## src/rtl/maf_t4_add_if.sv

```systemverilog
// MAF T4 handshake bundles: T3_2 beat in, normalisation beat out.
// lzc_out exists only when MAF_T4_LZC_EN is defined.
interface maf_t4_in_if;
  logic        in_valid;
  logic        in_ready;
  logic [47:0] Carry_in;
  logic [47:0] Sum_in;
  logic [73:0] sh_rev_reg_in;
  logic        S_A, S_B, S_C;
  logic        S_A_H, S_B_H, S_C_H;
  logic [2:0]  cont_in;
  logic [11:0] d_in;
  logic [11:0] E_in;
  logic [3:0]  sti;

  modport master (
    output in_valid, Carry_in, Sum_in, sh_rev_reg_in,
    output S_A, S_B, S_C, S_A_H, S_B_H, S_C_H,
    output cont_in, d_in, E_in, sti,
    input  in_ready
  );
  modport slave (
    input  in_valid, Carry_in, Sum_in, sh_rev_reg_in,
    input  S_A, S_B, S_C, S_A_H, S_B_H, S_C_H,
    input  cont_in, d_in, E_in, sti,
    output in_ready
  );
endinterface

interface maf_t4_out_if;
  logic        out_valid;
  logic        out_ready;
  logic [73:0] mag_out;
  logic        sign_out;
  logic        zero_out;
  logic        S_A_H_out, S_B_H_out, S_C_H_out;
  logic [2:0]  cont_out;
  logic [11:0] d_out;
  logic [11:0] E_out;
  logic [3:0]  sti_out;
`ifdef MAF_T4_LZC_EN
  logic [6:0]  lzc_out;
`endif

  modport master (
    output out_valid, mag_out, sign_out, zero_out,
    output S_A_H_out, S_B_H_out, S_C_H_out,
    output cont_out, d_out, E_out, sti_out,
`ifdef MAF_T4_LZC_EN
    output lzc_out,
`endif
    input  out_ready
  );
  modport slave (
    input  out_valid, mag_out, sign_out, zero_out,
    input  S_A_H_out, S_B_H_out, S_C_H_out,
    input  cont_out, d_out, E_out, sti_out,
`ifdef MAF_T4_LZC_EN
    input  lzc_out,
`endif
    output out_ready
  );
endinterface

```

## src/rtl/maf_t4_add.sv

```systemverilog
// MAF T4: carry-save merge with end-around carry, output reg + skid.
// Optional leading-zero count on the result: define MAF_T4_LZC_EN.
module maf_t4_add (
  input logic clk,
  input logic rst,
  maf_t4_in_if.slave   ib,
  maf_t4_out_if.master ob
);

  typedef struct packed {
    logic [73:0] mag;
    logic        sign;
    logic        zero;
    logic        sah;
    logic        sbh;
    logic        sch;
    logic [2:0]  cont;
    logic [11:0] d;
    logic [11:0] e;
    logic [3:0]  sti;
`ifdef MAF_T4_LZC_EN
    logic [6:0]  lzc;
`endif
  } res_t;

  typedef enum logic [1:0] {EMPTY, ONE, TWO} st_t;

  st_t         st, st_n;
  res_t        res, or_q, sk_q, ov;
  logic        sp, eff_sub, sgn;
  logic [73:0] a, mag;
  logic [74:0] t;
  logic        rdy, acc;
  logic        ld_or, ld_sk, or_from_sk;

`ifdef MAF_T4_LZC_EN
  function automatic logic [6:0] lzc74(input logic [73:0] v);
    logic [6:0] n;
    logic       hit;
    n   = 7'd0;
    hit = 1'b0;
    for (int i = 73; i >= 0; i--) begin
      if (!hit) begin
        if (v[i]) hit = 1'b1;
        else      n = n + 7'd1;
      end
    end
    return n;
  endfunction
`endif

  assign sp      = ib.S_A ^ ib.S_B;
  assign eff_sub = sp ^ ib.S_C;
  assign a       = eff_sub ? ~ib.sh_rev_reg_in
                           : ib.sh_rev_reg_in;
  assign t       = {1'b0, a}
                 + {27'd0, ib.Carry_in}
                 + {27'd0, ib.Sum_in};

  // t[74] under subtraction means product > addend
  always_comb begin
    mag = t[73:0];
    sgn = sp;
    unique case (1'b1)
      !eff_sub: begin
        mag = t[73:0];
        sgn = sp;
      end
      (eff_sub && t[74]): begin
        mag = t[73:0] + 74'd1;
        sgn = sp;
      end
      (eff_sub && !t[74]): begin
        mag = ~t[73:0];
        sgn = ib.S_C;
      end
      default: ;
    endcase
  end

  always_comb begin
    res      = '0;
    res.mag  = mag;
    res.zero = (mag == 74'd0);
    res.sign = sgn && (mag != 74'd0);
    res.sah  = ib.S_A_H;
    res.sbh  = ib.S_B_H;
    res.sch  = ib.S_C_H;
    res.cont = ib.cont_in;
    res.d    = ib.d_in;
    res.e    = ib.E_in;
    res.sti  = ib.sti;
`ifdef MAF_T4_LZC_EN
    res.lzc  = lzc74(mag);
`endif
  end

  assign rdy         = (st != TWO) && !rst;
  assign acc         = ib.in_valid && rdy;
  assign ib.in_ready = rdy;

  always_ff @(posedge clk) begin
    if (rst) st <= EMPTY;
    else     st <= st_n;
  end

  always_comb begin
    st_n       = st;
    ld_or      = 1'b0;
    ld_sk      = 1'b0;
    or_from_sk = 1'b0;
    unique case (st)
      EMPTY: begin
        if (acc) begin
          ld_or = 1'b1;
          st_n  = ONE;
        end
      end
      ONE: begin
        if (ob.out_ready) begin
          if (acc) ld_or = 1'b1;
          else     st_n  = EMPTY;
        end else if (acc) begin
          ld_sk = 1'b1;
          st_n  = TWO;
        end
      end
      TWO: begin
        if (ob.out_ready) begin
          ld_or      = 1'b1;
          or_from_sk = 1'b1;
          st_n       = ONE;
        end
      end
      default: st_n = EMPTY;
    endcase
  end

  always_ff @(posedge clk) begin
    if (rst) begin
      or_q <= '0;
      sk_q <= '0;
    end else begin
      if (ld_or) or_q <= or_from_sk ? sk_q : res;
      if (ld_sk) sk_q <= res;
    end
  end

  // outputs read as zero throughout the reset cycle
  assign ov           = rst ? '0 : or_q;
  assign ob.out_valid = (st != EMPTY) && !rst;
  assign ob.mag_out   = ov.mag;
  assign ob.sign_out  = ov.sign;
  assign ob.zero_out  = ov.zero;
  assign ob.S_A_H_out = ov.sah;
  assign ob.S_B_H_out = ov.sbh;
  assign ob.S_C_H_out = ov.sch;
  assign ob.cont_out  = ov.cont;
  assign ob.d_out     = ov.d;
  assign ob.E_out     = ov.e;
  assign ob.sti_out   = ov.sti;
`ifdef MAF_T4_LZC_EN
  assign ob.lzc_out   = ov.lzc;
`endif

endmodule

```

## src/flat_wrapper.sv

```systemverilog
// flat-port wrapper written by rule: the top's interface ports become plain ports
module maf_t4_add_flat 
  (clk, rst, ib_in_valid, ib_Carry_in, ib_Sum_in, ib_sh_rev_reg_in, ib_S_A, ib_S_B, ib_S_C, ib_S_A_H, ib_S_B_H, ib_S_C_H, ib_cont_in, ib_d_in, ib_E_in, ib_sti, ib_in_ready, ob_out_valid, ob_mag_out, ob_sign_out, ob_zero_out, ob_S_A_H_out, ob_S_B_H_out, ob_S_C_H_out, ob_cont_out, ob_d_out, ob_E_out, ob_sti_out, ob_out_ready);
  maf_t4_in_if ib_i ();
  maf_t4_out_if ob_i ();
  input logic clk;
  input logic rst;
  input wire logic [$bits(ib_i.in_valid)-1:0] ib_in_valid;
  input wire logic [$bits(ib_i.Carry_in)-1:0] ib_Carry_in;
  input wire logic [$bits(ib_i.Sum_in)-1:0] ib_Sum_in;
  input wire logic [$bits(ib_i.sh_rev_reg_in)-1:0] ib_sh_rev_reg_in;
  input wire logic [$bits(ib_i.S_A)-1:0] ib_S_A;
  input wire logic [$bits(ib_i.S_B)-1:0] ib_S_B;
  input wire logic [$bits(ib_i.S_C)-1:0] ib_S_C;
  input wire logic [$bits(ib_i.S_A_H)-1:0] ib_S_A_H;
  input wire logic [$bits(ib_i.S_B_H)-1:0] ib_S_B_H;
  input wire logic [$bits(ib_i.S_C_H)-1:0] ib_S_C_H;
  input wire logic [$bits(ib_i.cont_in)-1:0] ib_cont_in;
  input wire logic [$bits(ib_i.d_in)-1:0] ib_d_in;
  input wire logic [$bits(ib_i.E_in)-1:0] ib_E_in;
  input wire logic [$bits(ib_i.sti)-1:0] ib_sti;
  output wire logic [$bits(ib_i.in_ready)-1:0] ib_in_ready;
  output wire logic [$bits(ob_i.out_valid)-1:0] ob_out_valid;
  output wire logic [$bits(ob_i.mag_out)-1:0] ob_mag_out;
  output wire logic [$bits(ob_i.sign_out)-1:0] ob_sign_out;
  output wire logic [$bits(ob_i.zero_out)-1:0] ob_zero_out;
  output wire logic [$bits(ob_i.S_A_H_out)-1:0] ob_S_A_H_out;
  output wire logic [$bits(ob_i.S_B_H_out)-1:0] ob_S_B_H_out;
  output wire logic [$bits(ob_i.S_C_H_out)-1:0] ob_S_C_H_out;
  output wire logic [$bits(ob_i.cont_out)-1:0] ob_cont_out;
  output wire logic [$bits(ob_i.d_out)-1:0] ob_d_out;
  output wire logic [$bits(ob_i.E_out)-1:0] ob_E_out;
  output wire logic [$bits(ob_i.sti_out)-1:0] ob_sti_out;
  input wire logic [$bits(ob_i.out_ready)-1:0] ob_out_ready;
  assign ib_i.in_valid = ib_in_valid;
  assign ib_i.Carry_in = ib_Carry_in;
  assign ib_i.Sum_in = ib_Sum_in;
  assign ib_i.sh_rev_reg_in = ib_sh_rev_reg_in;
  assign ib_i.S_A = ib_S_A;
  assign ib_i.S_B = ib_S_B;
  assign ib_i.S_C = ib_S_C;
  assign ib_i.S_A_H = ib_S_A_H;
  assign ib_i.S_B_H = ib_S_B_H;
  assign ib_i.S_C_H = ib_S_C_H;
  assign ib_i.cont_in = ib_cont_in;
  assign ib_i.d_in = ib_d_in;
  assign ib_i.E_in = ib_E_in;
  assign ib_i.sti = ib_sti;
  assign ib_in_ready = ib_i.in_ready;
  assign ob_out_valid = ob_i.out_valid;
  assign ob_mag_out = ob_i.mag_out;
  assign ob_sign_out = ob_i.sign_out;
  assign ob_zero_out = ob_i.zero_out;
  assign ob_S_A_H_out = ob_i.S_A_H_out;
  assign ob_S_B_H_out = ob_i.S_B_H_out;
  assign ob_S_C_H_out = ob_i.S_C_H_out;
  assign ob_cont_out = ob_i.cont_out;
  assign ob_d_out = ob_i.d_out;
  assign ob_E_out = ob_i.E_out;
  assign ob_sti_out = ob_i.sti_out;
  assign ob_i.out_ready = ob_out_ready;
  maf_t4_add u_core (.clk(clk), .rst(rst), .ib(ib_i), .ob(ob_i));
endmodule
```

## config.mk

```make
export PLATFORM = sky130hd
export DESIGN_NAME = maf_t4_add_flat
export DESIGN_NICKNAME = d
export VERILOG_FILES = /design/src/rtl/maf_t4_add_if.sv /design/src/rtl/maf_t4_add.sv /design/src/flat_wrapper.sv
export SDC_FILE = /design/constraint.sdc
export NUM_CORES = 1
export LEC_CHECK = 0
export ABC_AREA = 1
export CAP_MARGIN = 20
export CORE_ASPECT_RATIO = 0.9
export CORE_MARGIN = 8
export CORE_UTILIZATION = 35
export CTS_BUF_LIST = sky130_fd_sc_hd__clkbuf_8
export DETAILED_ROUTE_END_ITERATION = 10
export PLACE_DENSITY_LB_ADDON = 0.1
export SETUP_SLACK_MARGIN = 0.1
export SYNTH_ARGS = -nofsm -noshare
export SYNTH_HDL_FRONTEND = slang
export SYNTH_SLANG_ARGS = --single-unit
```

## constraint.sdc

```tcl
create_clock -name clk -period 5.2 [get_ports clk]
set_input_delay 0.52 -clock clk [delete_from_list [all_inputs] [get_ports clk]]
set_output_delay 0.52 -clock clk [all_outputs]
set_load 0.05 [all_outputs]
```

---- Yosys cells after proc, flatten, opt, wreduce, memory -nomap -nowiden ----
Cells that the tools add are included.
word-level totals
  register bits ........................... 222
  output and inout bits ................... 112
  logic and storage cells ................. 66
cells by class
  add/subtract/negate cells ............... 3
  equality and inequality tests ........... 7
  mux-type cells .......................... 18
  bitwise operators ....................... 4
  reductions and logical operators ........ 13
operators by type and width
  cell                                                    count
  2-to-1 mux 110 bit                                      2
  NOT 74 bit                                              2
  one-hot mux 74 bit (2 select lines)                     1
  adder 74 x 48 -> 75 bit                                 1
  adder 75 x 48 -> 75 bit                                 1
  adder 74 x 1 -> 74 bit (second input constant)          1
  logical NOT 74 bit                                      1
  2-to-1 mux 74 bit                                       1
  nonzero test 74 bit                                     1
  2-to-1 mux 2 bit                                        5
  2-to-1 mux 1 bit                                        7
  logical AND 1 bit                                       6
  one-hot mux 2 bit (3 select lines)                      1
  inequality test 2 bit (second input constant)           2
  AND reduction 4 bit                                     1
  inequality test 3 x 2 -> 1 bit (second input constant)  1
  inequality test 3 bit (second input constant)           1
  one-hot mux 1 bit (3 select lines)                      1
  == test 2 x 1 -> 1 bit (second input constant)          1
  == test 2 bit (second input constant)                   1
  logical NOT 1 bit                                       2
  logical NOT 2 bit                                       1
  inequality test 2 x 1 -> 1 bit (second input constant)  1
  nonzero test 2 bit                                      1
  XOR 1 bit                                               2

---- Depth between registers and ports, before layout ----
  depth after elaboration ................. 11
  gate-level depth with buffers ........... 40

---- Worst setup path after synthesis ----
OpenSTA, ideal clock, no wires.
  path kind ............................... input-to-reg
  start ................................... input ib_S_A
  end ..................................... register u_core.or_q[34] (netlist bit)
  setup time .............................. 0.070 ns
  data arrival time ....................... 5.313 ns
  slack ................................... -0.184 ns
  stages .................................. 33
  path through ............................ inv_1 nand2_2 nand3_2 nand2_4 buf_6 buf_6 clkbuf_1 buf_1 xnor2_1 fa_1 ha_1 a21oi_1 inv_1 a21oi_1 nand2_1 a21oi_1 nand3_1 nand3_4 nand2_2 nand2_4 inv_6 buf_8 o21ai_2 nand3_1 nand2_1 nand2_1 nor2_1 nand2_1 nor3_1 nand3_1 nor2_2 nand4_1 a21oi_1
between the ends
  word-level cells in the longest chain between the ends .. 10
  elaborated cells between the ends (all ways) .. 13
RTL lines
  element                                                          line                RTL
  start: declaration                                               flat_wrapper.sv:12  input wire logic [$bits(ib_i.S_A)-1:0] ib_S_A;
  XOR 1 bit (*)                                                    maf_t4_add.sv:52    assign sp = ib.S_A ^ ib.S_B;
  XOR 1 bit (*)                                                    maf_t4_add.sv:53    assign eff_sub = sp ^ ib.S_C;
  branches (longest 5 deep; another with adder 74 x 48 -> 75 bit)  n/a
  one-hot mux 74 bit (2 select lines) (*)                          maf_t4_add.sv:64    unique case (1'b1)
  logical NOT 74 bit (*)                                           maf_t4_add.sv:84    res.zero = (mag == 74'd0);
  2-to-1 mux 110 bit (*)                                           maf_t4_add.sv:144   if (ld_or) or_q <= or_from_sk ? sk_q : res;
  end signal: assignment                                           maf_t4_add.sv:144
  end: declaration                                                 maf_t4_add.sv:29    res_t res, or_q, sk_q, ov;
Mark *: on every way between the ends.
A chain may end at the register's enable or synchronous reset.

---- Final worst setup path ----
  start ................................... input ib_S_B
  end ..................................... register u_core.or_q[34] (netlist bit)
between the ends
  word-level cells in the longest chain between the ends .. 10
  elaborated cells between the ends (all ways) .. 13
RTL lines
  element                                                          line                RTL
  start: declaration                                               flat_wrapper.sv:13  input wire logic [$bits(ib_i.S_B)-1:0] ib_S_B;
  XOR 1 bit (*)                                                    maf_t4_add.sv:52
  XOR 1 bit (*)                                                    maf_t4_add.sv:53
  branches (longest 5 deep; another with adder 74 x 48 -> 75 bit)  n/a
  one-hot mux 74 bit (2 select lines) (*)                          maf_t4_add.sv:64
  logical NOT 74 bit (*)                                           maf_t4_add.sv:84
  2-to-1 mux 110 bit (*)                                           maf_t4_add.sv:144
Marks and branches as above.

==> results.ini <==
[outcome]
status = finished clean

[detailed_routing]
drtIter0Drc = 1284
route.met2.wl_mm = 36.37
routedWlPerCell_um = 15.79
antenna_left = 0
vias = 22530
highest_layer = met4
viasPerCell = 4.840
dr.pass1.iters = 7
wl_met3_mm = 2.684
drc_errors = 0
route.layer.met1.wl_mm = 32.73
routed_wl_mm = 73.49

[setup_path]
slowest_delay_ns = 0.45
slowest_stage = fa_2
critical_path_peak_fanout = 6
crit_top_cell = nor2_4
worst_path_dominant_cell_family = simple AND/OR/NAND/NOR gates
cp.buffers_inverters = 10
required_ns = 5.63
crit_type = primary input to flip-flop
start_kind = primary input
critPathArrivalTime_ns = 5.29
end_kind = flip-flop

[logic_synthesis]
yosysTopAreaCellShare = 0.2383
synth_ff_type = dfxtp_1
synthCells = 3150
synth_area_leaders = dfxtp_1 24%, nand2_1 22%, inv_1 9.0%
synth_cell_types = 47
synth.largest_area_cell = dfxtp_1
synth-seq-cells = 222
syn-cell-area_um2 = 18650
ys_seq_area_frac = 0.2383
synth.most_common_cell = nand2_1
synthArstFlopShare = 0
synth.avg_cell_area_um2 = 5.920
ys_top_cells_by_count = 1070 x nand2_1, 448 x inv_1, 349 x nor2_1
synth_nets = 3459
synth_edf_count = 0
ys_warn_count = 0

[clock_tree]
path_clk_slew_ns = 0.06
clock_latency_ns = 0.52
cts_max_path_buffers = 3
cts_tree = done
cts_buffers = 34
clock_sinks = 222
htree_num_levels = 2
root_buffer = clkbuf_8

[timing]
rsz0062_at_grt = false
relSlewSlack = 0.3087
post-route-period-util = 0.9354
hold_ws_ns = 0.4538
hold_viol_final = 0
fmax_ghz = 0.2056
drv_slew = 0
setup_viol_count_final = 0
clock_skew_ns = 0.02092
fin_crit_ns = 4.864
tightest_slew_ns = 1.034

[global_routing]
grt_max_degree = 198
grt.total_usage = 0.2324
antenna_found_initial = 1
grt-ovfl-total = 0
grt_first_pass_wirelength_mm = 117.1
grt_pass1_vias = 22730

[power]
clockPowerShare = 0.149
switchingPower_mw = 4.610
sw_frac_of_total = 0.4402
internal_power_mw = 5.863
power_mw = 10.47
peakVddDrop_mv = 0.1387
power_frac_comb = 0.669
power_density_nw_per_um2 = 372.0
seqPwrFrac = 0.182
p_leak_nw = 13.01

[floorplanning]
fp-row-count = 80
die_h_um = 235.0
core-area_um2 = 52850
io_pins = 323
die_w_um = 259.3
die_area_um2 = 60940
start_util = 0.3529

[placement]
dpl.hpwl_mm = 58.04
place.gp.congestion = 0.9608
io_buffers = 322
dpl_cell_area_um2 = 26130

[finish]
nFillCells = 5482
n_antenna_cell = 0
area.growth.synth_to_final_pct = 50.98
drive_gt1_frac = 0.2259
final_area_um2 = 28160
nets = 4243

[hold_path]
hold_class = flip-flop to flip-flop

[run]
max-cap-violations = 0

-- cell type report --
type,instances,area [µm²],share of cell area
Multi-Input combinational cell,2352,12940,0.4595
Timing Repair Buffer,866,7445,0.2644
Sequential cell,222,4444,0.1578
Inverter,458,1728,0.06137
Tap cell,697,872.1,0.03097
Clock buffer,47,646.9,0.02297
Clock inverter,13,83.83,0.002977
-- worst register-to-register path: cells and delay by family, from the launching register on --
kind,cells,cell delay [ns]
buffers and inverters,5,1.29
flip-flops,1,0.36
AO/OA/AOI/OAI,1,0.30
AND/OR/NAND/NOR,2,1.02
-- kinds of logic (layout without fill, tap and decap cells) --
group | after synthesis | in the layout | share of synthesized area
buffers and inverters | 576 | 1384 | 0.1201
adder cells (fa/ha/maj) | 98 | 98 | 0.08547
AO/OA/AOI/OAI | 379 | 379 | 0.1164
AND/OR/NAND/NOR | 1780 | 1780 | 0.3947
XOR/XNOR | 95 | 95 | 0.04502
flip-flops | 222 | 222 | 0.2383
-- power groups by stage --
| stage | Clock [mW] | Sequential, mW | Combinational, mW |
|---|---|---|---|
| 2_1_floorplan | 0 | 1.91 | 3.06 |
| 3_3_place_gp | 0 | 1.94 | 6.40 |
| 3_5_place_dp | 0 | 1.94 | 6.44 |
| 4_1_cts | 1.60 | 1.90 | 6.62 |
| 5_1_grt | 1.69 | 1.91 | 7.72 |
| 6_report | 1.56 | 1.90 | 7.01 |
-- worst paths after layout --
check	slack [ns]	start	to	cells after the start
worst max-delay path	0.34	ib_S_B	u_core.or_q[34]	37
worst min-delay path	0.45	u_core.or_q[25]	u_core.or_q[25]	2
worst max register to register	2.11	u_core.st[0]	u_core.sk_q[91]	8
worst min register to register	0.45	u_core.or_q[25]	u_core.or_q[25]	2
-- registers in the layout (all words and copies together), names as in the netlist --
register,cells
u_core.st,2
u_core.sk_q,110
u_core.or_q,110
-- per-stage QoR --
stage          setup WS (ns)  std cells  utilization  TNS (ns)
2_1_floorplan         0.2021       3150            -         0
3_3_place_gp         -0.9292       4551       0.4938    -13.02
3_5_place_dp         -0.9761       4552       0.4943    -16.41
4_1_cts               0.1026       4641       0.5176         0
5_1_grt              0.03423       4655       0.5327         0
6_report              0.3359       4655       0.5327         0
-- layout by cell type, fill, tap and decap left out, drive strengths merged --
cell / instances
clkbuf: 49
nand3: 244
buf: 546
fa: 49
ha: 49
nand4: 44
and2: 1
xnor2: 54
o21ai: 148
inv: 462
dfxtp: 222
or2: 7
nor3: 21
nand3b: 9
xor2: 41
bufinv: 1
a31oi: 87
clkdlybuf4s50: 318
o21bai: 5
nor4: 2
clkinvlp: 1
a21oi: 99
a22oi: 6
o41ai: 1
nand2: 1089
o22ai: 4
nor2: 363
o221ai: 27
clkinv: 7
o21a: 2
-- metal layers --
metal / global-route usage / up-vias
met4: 0.05167 / 0
met5: 0 / -
met2: 0.4150 / 434
met1: 0.2970 / 10540
met3: 0.02518 / 87
li1: - / 11470
-- repair_timing --
action	4_1_cts	5_1_grt
gates cloned	1	0
endpoints found under the hold margin	0	0
endpoints found under the setup margin	7	11
gates resized for setup	77	202
hold buffers	0	0
setup buffers	28	14
pin swaps	24	75
(Power assumes the default switching activity.)
